[src/rtl/display_scan_ctrl.sv]
// display_scan_ctrl: 4-digit scan controller with prescaler, digit index and frame-synchronous double buffer
module display_scan_ctrl #(
    parameter int DIV = 4,
    parameter int CW  = 16
) (
    input  logic        clk,
    input  logic        rst,
    input  logic        en,
    input  logic        load,
    input  logic [15:0] din,
    input  logic [3:0]  blank_in,
    output logic        busy,
    output logic        sel_a,
    output logic        sel_b,
    output logic [3:0]  digit_val,
    output logic        digit_blank,
    output logic        frame_done
);
    logic [CW-1:0] pc;
    logic [1:0]    idx;
    logic [15:0]   act, pnd;
    logic [3:0]    actb, pndb;
    logic          tick, wrap;
    assign tick = en && (pc == CW'(DIV - 1));
    assign wrap = tick && (idx == 2'd3);
    // prescaler and digit index advance only while enabled
    always_ff @(posedge clk or posedge rst) begin
        if (rst) begin
            pc  <= '0;
            idx <= '0;
        end else begin
            pc  <= tick ? '0 : en ? pc + 1'b1 : pc;
            idx <= tick ? idx + 2'd1 : idx;
        end
    end
    // pending word is captured on load and promoted to active only at the frame wrap
    always_ff @(posedge clk or posedge rst) begin
        if (rst) begin
            pnd        <= '0;
            pndb       <= '0;
            act        <= '0;
            actb       <= '0;
            busy       <= 1'b0;
            frame_done <= 1'b0;
        end else begin
            pnd        <= load ? din : pnd;
            pndb       <= load ? blank_in : pndb;
            act        <= (wrap && busy) ? pnd : act;
            actb       <= (wrap && busy) ? pndb : actb;
            busy       <= load || (busy && !wrap);
            frame_done <= wrap;
        end
    end
    assign sel_a       = idx[1];
    assign sel_b       = idx[0];
    assign digit_val   = act[{idx, 2'b00} +: 4];
    assign digit_blank = actb[idx];
endmodule
[config.mk]
export PLATFORM = sky130hd
export DESIGN_NAME = display_scan_ctrl
export DESIGN_NICKNAME = d
export VERILOG_FILES = /design/src/rtl/display_scan_ctrl.sv
export SDC_FILE = /design/constraint.sdc
export NUM_CORES = 1
export LEC_CHECK = 0
export CELL_PAD_IN_SITES_DETAIL_PLACEMENT = 1
export CELL_PAD_IN_SITES_GLOBAL_PLACEMENT = 2
export CORE_MARGIN = 3
export CORE_UTILIZATION = 40
export DETAILED_ROUTE_END_ITERATION = 8
export HOLD_SLACK_MARGIN = 0.03
export PLACE_DENSITY = 0.87
export SLEW_MARGIN = 30
export SYNTH_ARGS = -nofsm -noshare
export SYNTH_HDL_FRONTEND = slang
export SYNTH_SLANG_ARGS = --single-unit
[constraint.sdc]
create_clock -name clk -period 4.6 [get_ports clk]
set_input_delay 0.46 -clock clk [delete_from_list [all_inputs] [get_ports clk]]
set_output_delay 0.46 -clock clk [all_outputs]
set_load 0.1 [all_outputs]
==> key figures <==
Global route
  – Vias in the first global route: roughly 1700
  – Largest net degree at the start of global routing: 61
  – GR Overflow Total: 0
  – Number of antenna violations at the first check in global routing: 0
  – Total GRT Usage: 16.7%
  – Wire length of the first global-routing pass: 9.20 mm

STA
  – Fin crit share: 64.2%
  – Largest clock skew in the final design: 0.00719 ns
  – Slew at the pin closest to its max-slew limit: 1.01 ns
  – Setup total negative slack: 0 ns
  – Max Fclk: 339 MHz
  – Unrepaired setup endpoints after global routing: false
  – Number of hold violations in the final report: 0
  – Worst Hold Margin: 0.498 ns
  – Slew HR: 32.3%
  – Number of endpoints failing setup at the final stage: 0
  – Final min period: a little under 3 ns
  – Number of pins exceeding their max-slew limit in the final report: 0

Placement
  – Count of input and output buffers: 32
  – Gp weighted congestion: 0.736
  – DP Cell Count: 270
  – HPWL reported at the end of detailed placement: 3.71 mm

Synthesis
  – Ys async rst share: between 90% and 100%
  – Warnings from Yosys: 0
  – Top post-synthesis cells by area: sky130_fd_sc_hd__dfrtp_1 (58%), sky130_fd_sc_hd__mux2_4 (12%), sky130_fd_sc_hd__mux2_2 (9.1%)
  – Average size of a mapped cell: approximately 15 um^2
  – Cell area after synthesis: 0.00260 mm^2
  – Library cell with the largest summed area after synthesis: sky130_fd_sc_hd__dfrtp_1
  – Count of cell types in the netlist: 26
  – Post-Syn Nets: ~200
  – Most common library cells after synthesis: sky130_fd_sc_hd__dfrtp_1 (60), sky130_fd_sc_hd__mux2_2 (21), sky130_fd_sc_hd__mux2_4 (20), sky130_fd_sc_hd__xnor2_1 (10), sky130_fd_sc_hd__nand2_1 (7)
  – Most frequent cell after synthesis: sky130_fd_sc_hd__dfrtp_1
  – Primary FF master, synth: sky130_fd_sc_hd__dfrtp_1
  – Cell count after synthesis: 169
  – Part of the Yosys area used for sequential elements: 57.8%
  – Flip-flop and latch count after synthesis: 60
  – Number of enable-type register cells in the synthesized netlist: 0
  – Proportion of netlist area held by the largest area contributor: 57.8%

Final layout
  – Final Net Count: 232
  – Antenna Cells: 0
  – Area Growth Syn to Fin: 21.0%
  – Proportion of layout cells with a drive suffix above 1: 30.8%
  – Number of fill cells in the layout: roughly 620
  – Post-route insts no fill: ~290

CTS
  – Number of buffers inserted for hold repair after clock tree synthesis: 0
  – Cell at the root of the clock tree: sky130_fd_sc_hd__clkbuf_8
  – Count of instances resized after the clock tree is built: 0
  – Post-CTS setup-driven buffer insertion count: 0
  – Number of buffers on the longest clock path: 2
  – Total number of clock tree sinks: 60
  – Number of H-tree levels: 3
  – Insertion delay of the later-clocked pin in the worst-skew pair: 0.33 ns
  – Clock transition at path regs: 0.06 ns
  – Number of CTS-inserted buffers: 9
  – TritonCTS clock tree: built

Power
  – P_leak: 1.40 nW
  – Net Sw Power: 289 uW
  – Worst vdd rail ir drop: approximately 0.00027 V
  – Sequential share of power: 51.4%
  – Share of power burned in combinational logic: between 8 and 9%
  – Cell internal power dissipation: approximately 900 uW
  – Part of the total power dissipated in the clock network: 40.2%
  – Pwr dens: around 380 mW/mm^2
  – Switching power as a share of total power: between 20% and 30%

Floorplanning
  – Floorplan die height: 86.6 um
  – Core Footprint: roughly 0.0061 mm^2
  – Count of pins on the block boundary: 33
  – Die area: 0.00749 mm^2
  – Site Rows: 28
  – Starting density of the core: a little over two fifths
  – Width of the die: 86.6 um

Detailed routing
  – Final wirelength: 5.24 mm
  – Post-detailed-route via-to-cell ratio: approximately 5.1
  – Top layer used by detailed routing: met4
  – Pre-Repair DR Iteration Count: 4
  – Sum of met3 wire segment lengths after detailed routing: 248 um
  – DR iter-0 viols: 49
  – Average detailed-routed wire length per instance: ~18 um
  – Drt drc: 0
  – Met2 wirelength from detailed routing: about 2.7 mm
  – Via Count: about 1500
  – Sum of routed wire segments on met1: 2.26 mm
  – Final antenna-violating net count: 0

Worst setup path
  – Critical path arrival: 2.49 ns
  – WS Path Type: flop to output port
  – Critical path data required time: about 4.1 ns
  – Maximum net fanout on the critical path: 8
  – Critical Path Source Type: flop
  – Crit. End Element: output port

Job
  – Count of max-cap constraint violations: 0

Run status
  – Status: complete, no violations

Hold path
  – Hold/Removal Path Class: flop to flop
cells in the final DEF, fill, tap and decap left out, drive strengths merged:
master | Yosys | final
nor2 | 4 | 4
nor4 | 3 | 3
nor3 | 2 | 2
dfrtp | 60 | 60
ha | 2 | 2
or2b | 1 | 1
a21o | 1 | 1
clkbuf | 3 | 12
and4bb | 1 | 1
nand2b | 1 | 1
o22ai | 1 | 1
nand4 | 4 | 4
xor2 | 5 | 5
o21ai | 1 | 1
mux4 | 5 | 5
buf | 4 | 2
xnor2 | 10 | 10
bufinv | 0 | 1
clkinv | 0 | 2
clkdlybuf4s50 | 0 | 31
and4 | 2 | 2
clkinvlp | 0 | 1
and3 | 2 | 2
nand3 | 5 | 5
inv | 4 | 4
mux2 | 41 | 41
nand2 | 7 | 7
cells by family (layout without fill, tap and decap cells):
logic type,after synthesis,after routing,share of synthesized area (%)
DFF,60,60,57.8
muxes,46,46,25.0
and+or+nand+nor,32,32,6.99
xor gates and xnor gates,15,15,5.06
buffers and inverters,11,53,3.42
AOI/OAI and AO/OA,3,3,0.723
adders and majority gates,2,2,0.964
power by group through the flow:
| stage | sequential, mW | combinational (mW) | clock [mW] |
|---|---|---|---|
| 2_1_floorplan | 0.607 | 0.0665 | 0 |
| 3_3_place_gp | 0.616 | 0.0938 | 0 |
| 3_5_place_dp | 0.621 | 0.103 | 0 |
| 4_1_cts | 0.613 | 0.104 | 0.492 |
| 5_1_grt | 0.617 | 0.115 | 0.527 |
| 6_report | 0.613 | 0.100 | 0.479 |
through the flow:
step / cell area [um^2] / util (%) / worst slack [ns] / total power, mW
finish: 3140 / 51.5 / 1.65 / 1.19
global route: 3140 / 51.5 / 1.52 / 1.26
CTS: 3150 / 51.6 / 1.58 / 1.21
detailed placement: 2940 / 48.3 / 1.94 / 0.724
global placement: 2940 / 48.3 / 1.99 / 0.709
floorplan: 2600 / - / 1.99 / 0.673
critical path, cell delays in order, from the launching register on:
cell	delay, ns
sky130_fd_sc_hd__dfrtp_1	0.61
sky130_fd_sc_hd__mux4_2	0.57
sky130_fd_sc_hd__clkdlybuf4s50_1	0.98
area by class of cell:
type / count / area [um^2] / area share (%)
Sequential cell: 60 / 1500 / 47.8
Clock buffer: 12 / 155 / 4.94
Multi-Input combinational cell: 98 / 1010 / 32.0
Tap cell: 75 / 93.8 / 2.99
Clock inverter: 4 / 47.5 / 1.51
Inverter: 4 / 15.0 / 0.478
Timing Repair Buffer: 33 / 323 / 10.3
state kept, by name (all words and copies together) (netlist names):
signal and cells:
frame_done 1, pndb 4, pc 16, busy 1, idx 2, act 16
pnd 16, actb 4
routing by layer:
layer	track usage, %	up-vias
met5	0	-
met4	5.95	0
met3	5.99	11
met2	27.1	29
met1	20.6	754
li1	-	674
final timing paths:
kind                             start           end  slack [ns]  cells past startpoint
worst max register to register   pc[0]        act[6]        2.45                      5
worst min register to register  pc[13]        pc[13]        0.50                      1
min in group asynchronous          rst       pnd[13]        0.64                      3
worst max-delay path            idx[0]  digit_val[1]        1.65                      2
worst min-delay path            pc[13]        pc[13]        0.50                      1
max in group asynchronous          rst       actb[0]        3.44                      3
(Power assumes the default switching activity.)
